**config.mk**
```make
export PLATFORM = sky130hd
export DESIGN_NAME = memory_player
export DESIGN_NICKNAME = d
export VERILOG_FILES = /design/src/rtl/memory_player_pkg.sv /design/src/rtl/memory_player_rate_counter.sv /design/src/rtl/memory_player.sv
export SDC_FILE = /design/constraint.sdc
export NUM_CORES = 1
export LEC_CHECK = 0
export ABC_CLOCK_PERIOD_IN_PS = 3700
export BUFFER_PORTS_ARGS = -buffer_cell sky130_fd_sc_hd__buf_2
export CAP_MARGIN = 40
export CORE_UTILIZATION = 58
export DETAILED_ROUTE_END_ITERATION = 8
export PLACE_DENSITY = 0.8
export SYNTH_ARGS = -nofsm -noshare
export SYNTH_HDL_FRONTEND = slang
export SYNTH_SLANG_ARGS = --single-unit
```
**constraint.sdc**
```tcl
create_clock -name i_clk -period 3.7 [get_ports i_clk]
set_input_delay 0.74 -clock i_clk [delete_from_list [all_inputs] [get_ports i_clk]]
set_output_delay 0.74 -clock i_clk [all_outputs]
set_load 0.02 [all_outputs]
```
**src/rtl/memory_player_pkg.sv**
```systemverilog
// rtl/memory_player_pkg.sv - shared types and constants for the memory sample player
//
// Purpose: player FSM state encoding and the fixed timing constants used by
//          memory_player and its testbench.
// Contents:
//   player_state_t : IDLE / RUN / DRAIN
//   MIN_DIV        : smallest effective rate divider (period = MIN_DIV+1 cycles)
//   FETCH_LATENCY  : cycles from a fetch (address registered) to sample emission
package memory_player_pkg;

  typedef enum logic [1:0] {
    IDLE  = 2'd0,
    RUN   = 2'd1,
    DRAIN = 2'd2
  } player_state_t;

  localparam int MIN_DIV       = 2;
  localparam int FETCH_LATENCY = 2;

endpackage

```
**src/rtl/memory_player_rate_counter.sv**
```systemverilog
// rtl/memory_player_rate_counter.sv - loadable down-counter producing the fetch tick
//
// Purpose: while enabled, ticks when the count is zero and reloads to i_reload,
//          otherwise decrements. Clear forces the count to zero so the first
//          enabled cycle ticks immediately.
// Ports:
//   i_clk, i_reset : clock, synchronous active-high reset
//   i_clear        : force count to 0 (has priority over i_en)
//   i_en           : count / tick enable
//   i_reload       : value loaded after each tick (period minus one)
//   o_tick         : high in the enabled cycle where the count is zero
module rate_counter #(
  parameter int WIDTH = 16
) (
  input  logic             i_clk,
  input  logic             i_reset,
  input  logic             i_clear,
  input  logic             i_en,
  input  logic [WIDTH-1:0] i_reload,
  output logic             o_tick
);

  logic [WIDTH-1:0] r_count;
  logic             w_zero;

  assign w_zero = (r_count == '0);
  assign o_tick = i_en & w_zero;

  always_ff @(posedge i_clk) begin
    if (i_reset) begin
      r_count <= '0;
    end else if (i_clear) begin
      r_count <= '0;
    end else if (i_en) begin
      if (w_zero) begin
        r_count <= i_reload;
      end else begin
        r_count <= r_count - WIDTH'(1);
      end
    end
  end

endmodule

```
**src/rtl/memory_player.sv**
```systemverilog
// rtl/memory_player.sv - plays a region of a registered-read sample memory as a timed stream
//
// Purpose: fetches base+idx from the sample memory once every P = max(rate_div,2)+1
//          cycles, absorbs the memory's registered read, and emits each sample with
//          a one-cycle strobe two cycles after its fetch. Optional ping-pong looping
//          is built when MEMORY_PLAYER_PINGPONG_EN is defined (adds i_pingpong).
// Ports:
//   i_clk, i_reset    : clock, synchronous active-high reset
//   i_start, i_stop   : run request (idle only) / abort request (stop wins over start)
//   i_loop            : repeat region forever (latched at start)
//   i_pingpong        : reverse at each end when looping (macro builds only)
//   i_base_addr       : first region address (latched at start)
//   i_length          : sample count 1..2^ADDR_WIDTH, 0 ignored (latched at start)
//   i_rate_div        : sample period minus one, clamped to MIN_DIV (latched at start)
//   o_mem_addr        : registered memory read address
//   i_mem_data        : memory read data (one cycle after o_mem_addr)
//   o_sample          : last emitted sample, held between strobes
//   o_sample_valid    : one-cycle strobe for a new sample
//   o_busy            : high while not idle
//   o_done            : one-cycle pulse with the final sample of a non-looping run
module memory_player
  import memory_player_pkg::*;
#(
  parameter int ADDR_WIDTH = 11,
  parameter int DATA_WIDTH = 8,
  parameter int DIV_WIDTH  = 16
) (
  input  logic                  i_clk,
  input  logic                  i_reset,
  input  logic                  i_start,
  input  logic                  i_stop,
  input  logic                  i_loop,
`ifdef MEMORY_PLAYER_PINGPONG_EN
  input  logic                  i_pingpong,
`endif
  input  logic [ADDR_WIDTH-1:0] i_base_addr,
  input  logic [ADDR_WIDTH:0]   i_length,
  input  logic [DIV_WIDTH-1:0]  i_rate_div,
  output logic [ADDR_WIDTH-1:0] o_mem_addr,
  input  logic [DATA_WIDTH-1:0] i_mem_data,
  output logic [DATA_WIDTH-1:0] o_sample,
  output logic                  o_sample_valid,
  output logic                  o_busy,
  output logic                  o_done
);

  localparam logic [ADDR_WIDTH:0] IDX_ONE = (ADDR_WIDTH+1)'(1);

  player_state_t r_state, w_state_next;

  logic                     r_loop;
  logic [ADDR_WIDTH-1:0]    r_base;
  logic [ADDR_WIDTH:0]      r_len;
  logic [DIV_WIDTH-1:0]     r_period_m1;
  logic [ADDR_WIDTH:0]      r_idx, w_idx_next;
  logic                     r_dir, w_dir_next;   // 0 = ascending, 1 = descending
  logic [ADDR_WIDTH-1:0]    r_mem_addr;
  logic [FETCH_LATENCY-1:0] r_pipe;              // one bit per in-flight fetch stage
  logic [DATA_WIDTH-1:0]    r_sample;
  logic                     r_sample_valid;
  logic                     r_done;

  logic                     w_accept;
  logic                     w_abort;
  logic                     w_fetch;
  logic                     w_emit;
  logic                     w_pp_en;
  logic                     w_at_end;
  logic [ADDR_WIDTH:0]      w_len_m1;
  logic [ADDR_WIDTH-1:0]    w_fetch_addr;
  logic [DIV_WIDTH-1:0]     w_period_m1;

  assign w_accept     = (r_state == IDLE) & i_start & ~i_stop & (i_length != '0);
  assign w_abort      = (r_state != IDLE) & i_stop;
  assign w_len_m1     = r_len - IDX_ONE;
  assign w_at_end     = (r_idx == w_len_m1);
  assign w_fetch_addr = r_base + r_idx[ADDR_WIDTH-1:0];
  // A stopped cycle must not let a sample out, even if its fetch completed.
  assign w_emit       = r_pipe[FETCH_LATENCY-1] & ~w_abort;
  // Clamp keeps P >= 3 so a fetch always completes before the next one issues.
  assign w_period_m1  = (i_rate_div < DIV_WIDTH'(MIN_DIV)) ? DIV_WIDTH'(MIN_DIV) : i_rate_div;

`ifdef MEMORY_PLAYER_PINGPONG_EN
  logic r_pp;
  always_ff @(posedge i_clk) begin
    if (i_reset) begin
      r_pp <= 1'b0;
    end else if (w_accept) begin
      r_pp <= i_pingpong;
    end
  end
  assign w_pp_en = r_pp;
`else
  assign w_pp_en = 1'b0;
`endif

  // Counter is held at zero outside RUN so the first RUN cycle fetches at once.
  rate_counter #(
    .WIDTH (DIV_WIDTH)
  ) u_rate_counter (
    .i_clk    (i_clk),
    .i_reset  (i_reset),
    .i_clear  (r_state != RUN),
    .i_en     ((r_state == RUN) & ~i_stop),
    .i_reload (r_period_m1),
    .o_tick   (w_fetch)
  );

  always_ff @(posedge i_clk) begin
    if (i_reset) begin
      r_state <= IDLE;
    end else begin
      r_state <= w_state_next;
    end
  end

  always_comb begin
    w_state_next = r_state;
    w_idx_next   = r_idx;
    w_dir_next   = r_dir;
    case (r_state)
      IDLE: begin
        if (w_accept) begin
          w_state_next = RUN;
          w_idx_next   = '0;
          w_dir_next   = 1'b0;
        end
      end
      RUN: begin
        if (i_stop) begin
          w_state_next = IDLE;
        end else if (w_fetch) begin
          if (!r_dir) begin
            if (w_at_end) begin
              w_idx_next = '0;
              if (!r_loop) begin
                w_state_next = DRAIN;
              end else if (w_pp_en && (w_len_m1 != '0)) begin
                // Turn around without replaying the top endpoint.
                w_dir_next = 1'b1;
                w_idx_next = w_len_m1 - IDX_ONE;
              end
            end else begin
              w_idx_next = r_idx + IDX_ONE;
            end
          end else begin
            if (r_idx == '0) begin
              w_dir_next = 1'b0;
              w_idx_next = IDX_ONE;
            end else begin
              w_idx_next = r_idx - IDX_ONE;
            end
          end
        end
      end
      DRAIN: begin
        // Leave one cycle after done so busy covers the final sample.
        if (i_stop || r_done) begin
          w_state_next = IDLE;
        end
      end
      default: begin
        w_state_next = IDLE;
      end
    endcase
  end

  always_ff @(posedge i_clk) begin
    if (i_reset) begin
      r_loop         <= 1'b0;
      r_base         <= '0;
      r_len          <= '0;
      r_period_m1    <= '0;
      r_idx          <= '0;
      r_dir          <= 1'b0;
      r_mem_addr     <= '0;
      r_pipe         <= '0;
      r_sample       <= '0;
      r_sample_valid <= 1'b0;
      r_done         <= 1'b0;
    end else begin
      if (w_accept) begin
        r_loop      <= i_loop;
        r_base      <= i_base_addr;
        r_len       <= i_length;
        r_period_m1 <= w_period_m1;
      end
      r_idx <= w_idx_next;
      r_dir <= w_dir_next;
      if (w_fetch) begin
        r_mem_addr <= w_fetch_addr;
      end
      if (w_abort) begin
        r_pipe <= '0;
      end else begin
        r_pipe <= {r_pipe[FETCH_LATENCY-2:0], w_fetch};
      end
      r_sample_valid <= w_emit;
      if (w_emit) begin
        r_sample <= i_mem_data;
      end
      // Only the last fetch of a non-looping run can be in flight in DRAIN.
      r_done <= w_emit & (r_state == DRAIN);
    end
  end

  assign o_mem_addr     = r_mem_addr;
  assign o_sample       = r_sample;
  assign o_sample_valid = r_sample_valid;
  assign o_busy         = (r_state != IDLE);
  assign o_done         = r_done;

endmodule

```
## Word level (Yosys, flattened, before mapping)

Index checks and enable logic that the tools add are counted.

| cells by class | value |
|---|---|
| $add $sub $neg | 5 |
| order comparisons | 1 |
| equal/unequal tests | 12 |
| mux-type cells | 23 |
| bitwise gates (word level) | 10 |
| reduce and logical (&&, ||, !) cells | 11 |

Operators with widths:

| kind | count |
|---|---|
| $mux W12 | 6 |
| $mux W16 | 2 |
| $pmux W12 S2 | 1 |
| $sub A12 B1 Y12 const B | 2 |
| $logic_not A16 Y1 | 1 |
| $lt A16 B2 Y1 const B | 1 |
| $sub A16 B1 Y16 const B | 1 |
| $mux W2 | 7 |
| $add A12 B1 Y12 const B | 1 |
| $eq A12 B12 Y1 | 1 |
| $logic_not A12 Y1 | 1 |
| $ne A3 B3 Y1 const B | 4 |
| $reduce_bool A12 Y1 | 1 |
| $add A11 B11 Y11 | 1 |
| $and A1 B1 Y1 | 8 |
| $ne A2 B2 Y1 const B | 4 |
| $pmux W2 S3 | 1 |
| $reduce_and A6 Y1 | 1 |
| $mux W1 | 5 |
| $reduce_and A4 Y1 | 1 |
| $reduce_bool A2 Y1 | 2 |
| $reduce_or A2 Y1 | 2 |
| $eq A2 B1 Y1 const B | 1 |
| $eq A2 B2 Y1 const B | 1 |
| 5 further kinds | 6 |

| word-level totals | value |
|---|---|
| flip-flop bits (word level) | 94 |
| input bits | 52 |
| output and inout port bits | 22 |
| logic and storage cells | 75 |

## Longest topological paths before layout

| depth | value |
|---|---|
| word-level depth | 7 |
| gate-level depth with buffers | 12 |
| depth with buffers taken out | 11 |

## Hierarchy

Synthesis repeated with hierarchy kept, for this count alone.

| second synthesis, totals | value |
|---|---|
| cells, all modules | 698 |
| area, all modules | 5574.1 um^2 |

By module, submodules not included:

| module | times used | cells each | area each (um^2) | sequential area each (um^2) |
|---|---|---|---|---|
| memory_player | 1 | 567 | 4511.8 | 1561.5 |
| rate_counter | 1 | 131 | 1062.3 | 320.3 |

## Worst setup path after synthesis

OpenSTA, ideal clock, no wires.

| timing path | value |
|---|---|
| path type | register to register |
| start point | register r_len[3] |
| end point | register r_idx[2] |
| setup time | 66 ps |
| arrival time | 2502 ps |
| slack | 1133 ps |
| cell stages (with the launch flop) | 10 |
| buffers on the path | 1 |
| cells stage by stage | dfxtp_1 -> buf_2 -> or4_4 -> or4_1 -> a32oi_1 -> a21bo_2 -> a41oi_2 -> nand2_1 -> o211ai_1 -> a21boi_2 |

| on the way | value |
|---|---|
| word-level cells in the longest chain between the ends | 7 |

RTL lines:

| element | RTL line | RTL |
|---|---|---|
| from (decl) | memory_player.sv:53 | `logic [ADDR_WIDTH:0] r_len;` |
| from (signal assigned) | memory_player.sv:185 | `r_len <= i_length;` |
| $sub A12 B1 Y12 | memory_player.sv:75 | `assign w_len_m1 = r_len - IDX_ONE;` |
| $eq A12 B12 Y1 | memory_player.sv:76 | `assign w_at_end = (r_idx == w_len_m1);` |
| $mux W12 | memory_player.sv:134 | `if (w_at_end) begin` |
| $mux W12 | memory_player.sv:133 | `if (!r_dir) begin` |
| $mux W12 | memory_player.sv:132 | `end else if (w_fetch) begin` |
| $mux W12 | memory_player.sv:130 | `if (i_stop) begin` |
| $pmux W12 S2 | memory_player.sv:121 | `case (r_state)` |
| to (signal assigned) | memory_player.sv:188 | `r_idx <= w_idx_next;` |
| to (decl) | memory_player.sv:55 | `logic [ADDR_WIDTH:0] r_idx, w_idx_next;` |

Every way passes these cells. The select of a mux whose other input is x is not followed.
A chain may end at the register's enable or synchronous reset.

## Final worst setup path

| timing path | value |
|---|---|
| start point | register r_len[2] |
| end point | register r_idx[2] |

Same word-level chain as after synthesis.

==> results.yml <==
floorplanning:
  start_util_pct: 59.5
  rows: 34
  floorplan.core_area_um2: 8680
  dieArea_um2: 9290
  die_w_um: 96.4
  die_h_um: 96.4
  io-pin-count: 74
yosys:
  async_reset_ff_share_pct: 0
  synth-main-ff-cell: "dfxtp_1"
  synthCells: 691
  synthMuxAreaShare_pct: 0.799
  syn_area_per_cell_um2: 7.47
  synthXorXnorAreaFrac_pct: 4.41
  synth_area_um2: 5160
  synth_top_family_by_area: "simple AND/OR/NAND/NOR gates"
  postSynthNetCount: 760
  synth.distinct_cells: 62
  synth_top_cells_by_area: "dfxtp_1 36%, nand2_1 9.7%, a21oi_1 7.8%"
  yosysSeqAreaShare_pct: 36.4
  yosys.area_share.simple_pct: 26.6
  yosys.area.top_type: "dfxtp_1"
  synth_warnings: 0
  synth-edff-count: 0
  yosysTopAreaCellShare_pct: 36.4
  synthAdderAreaFrac_pct: 4.26
  synth_seq_cells: 94
  synth-compound-area-share_pct: 22.6
clock_tree:
  cts_resized: 0
  hold_buffers: 0
  tritoncts: "built"
  cts_root_buffer: "clkbuf_8"
  clk_pin_slew_ns: 0.11
  cts_sinks: 94
  numCtsBuffers: 9
  clockBufferDepth: 2
  htree_levels: 3
  clock_latency_ns: 0.38
  post_cts_buffers: 0
timing:
  fin_crit_ns: 3.06
  fin_worst_skew_ns: 0.0150
  period_share_pct: 82.7
  grt_setup_unrepaired: "no"
  tightestPinTransition_ns: 0.704
  tns_ns: 0
  drv_slew: 0
  max-slew-margin-rel_pct: 52.6
  timing_hold_violations_final: 0
  setup_viol: 0
  fmax_ghz: 0.327
detailed_routing:
  ant_nets: 0
  wl_um: 13200
  drt_first_pass_iters: 5
  via_per_inst: 6.10
  vias: 5225
  drc: 0
  wl_per_cell_um: 15.4
  first_iter_violations: 402
placement:
  dp_hpwl_um: 9700
  portBuffers: 73
  place_congestion: 0.893
hold_path:
  hold_class: "reg -> reg"
  hold_end: "r_pipe[1]"
  worstHoldStart: "r_pipe[0]"
  holdPathStages: 1
cells_and_area:
  antenna_cells: 0
  post-route-util_pct: 66.6
  area_delta_synth_final_pct: 11.9
  nets: 813
  layout_commonest_cell: "nand2_1"
  final_cell_mix: "133 x nand2_1, 94 x dfxtp_1, 81 x a21oi_1"
  layout-drive-gt1-share_pct: 15.0
global_routing:
  antenna_found_initial: 0
  grt_overflow: 0
  grt_pass1_vias: 4632
  grt_max_degree: 40
  grt_pass1_wl_um: 21100
  track_usage_pct: 29.4
worst_setup_path:
  crit_type: "reg -> reg"
  r2r_slack_ns: 0.64
  crit_path_end_kind: "register"
  worstPathArrival_ns: 3.37
  reg2reg_to: "r_idx[2]"
  critPathMaxFanout: 9
  start_kind: "register"
  r2r-start: "r_len[2]"
  r2r_cells: 8
  cp.required_ns: 4.02
pwr:
  power.density_nw_per_um2: 354
  leakage_nw: 2.30
  ir_worst_vdd_uv: 253
run_status:
  outcome: "complete, no violations"
flow_run:
  drv_cap: 0
## metrics by stage
step                      cells  cell area (um^2)  hold slack, ns  setup WS, ns  power, mW
after floorplan             691              5160           0.406          1.13       1.28
after global placement      841              5580           0.409         0.846       1.36
after detailed placement    841              5580           0.415         0.727       1.37
after CTS                   857              5780           0.432         0.698       2.06
after global routing        857              5780           0.454         0.423       2.14
final                       857              5780           0.426         0.641       2.05
## how the worst max path moves through the flow
| stage | from | endpoint | slack [ns] | depth (start not counted) |
|---|---|---|---|---|
| floorplan | r_len[3] | r_idx[2] | 1.13 | 9 |
| global placement | r_len[2] | r_idx[2] | 0.85 | 8 |
| detailed placement | r_len[2] | r_idx[2] | 0.73 | 8 |
| CTS | r_len[2] | r_idx[2] | 0.70 | 8 |
| global route | r_len[2] | r_idx[2] | 0.42 | 8 |
| finish | r_len[2] | r_idx[2] | 0.64 | 8 |
## flip-flops by register name, summed over array words and instances, names as in the netlist
register and cells:
o_done 1, o_mem_addr 11, o_sample 8, o_sample_valid 1, r_base 11, r_dir 1
r_idx 12, r_len 12, r_loop 1, r_period_m1 16, r_pipe 2, r_state 2
u_rate_counter.r_count 16
## cell families after synthesis
kind of cell	count (synthesis)
and+or+nand+nor	298
AOI/OAI and AO/OA	190
DFF	94
buffers and inverters	62
xor gates and xnor gates	26
adders and majority gates	17
muxes	4
## report_power, final
group	switching, mW	internal [mW]
clock	0.427	0.269
sequential	0.0271	1.04
combinational	0.172	0.115
total	0.626	1.42
## routing by layer
layer | global-route usage (%) | share of wire [%]
met3 | 3.55 | 6.2
met1 | 37.8 | 45
met5 | 0 | 0
met4 | 13.6 | 2.4
met2 | 49.0 | 46
## cell usage after synthesis, types with 2 or more instances
| master | n |
|---|---|
| ha_1 | 16 |
| o21ai_1 | 3 |
| and3_1 | 7 |
| nor2b_1 | 6 |
| o211ai_1 | 2 |
| or2_2 | 5 |
| a211oi_1 | 10 |
| mux2i_1 | 3 |
| nor4_1 | 19 |
| o22ai_1 | 2 |
| o21a_1 | 4 |
| nand2b_1 | 6 |
| nor3_1 | 20 |
| a41oi_1 | 2 |
| o21ai_0 | 31 |
| buf_2 | 2 |
| o21bai_1 | 4 |
| a21boi_1 | 2 |
| inv_1 | 20 |
| a21o_1 | 5 |
| or3_1 | 3 |
| and2_1 | 5 |
| xor2_1 | 8 |
| dfxtp_1 | 94 |
| nand4_1 | 2 |
| clkbuf_1 | 37 |
| a31oi_1 | 8 |
| o31ai_1 | 4 |
| buf_6 | 2 |
| nand3_1 | 26 |
| a22oi_1 | 13 |
| a2111oi_0 | 2 |
| nand2_1 | 133 |
| nor2_1 | 50 |
| xnor2_1 | 18 |
| or4_1 | 3 |
| nor3b_1 | 6 |
| a21oi_1 | 81 |
| nand3b_1 | 4 |
## cell type report
| cell class | count | area [um^2] |
|---|---|---|
| clock buffers | 9 | 124 |
| clock inverters | 7 | 80.1 |
| inverters | 20 | 75.1 |
| flip-flops and latches | 94 | 1880 |
| repair buffers | 84 | 448 |
| well taps | 108 | 135 |
| fillers | 770 | 2900 |
| multi-input cells | 535 | 3040 |
## critical path, stage by stage (launching register included)
cell and delay (ns):
dfxtp_1 0.41, or4_4 0.59, or4_1 0.49, a32oi_1 0.21
a21bo_2 0.26, a41oi_2 0.43, nand2_1 0.23, o211ai_1 0.22
a21boi_2 0.17
Note: power is estimated with default switching activity, not from simulation.
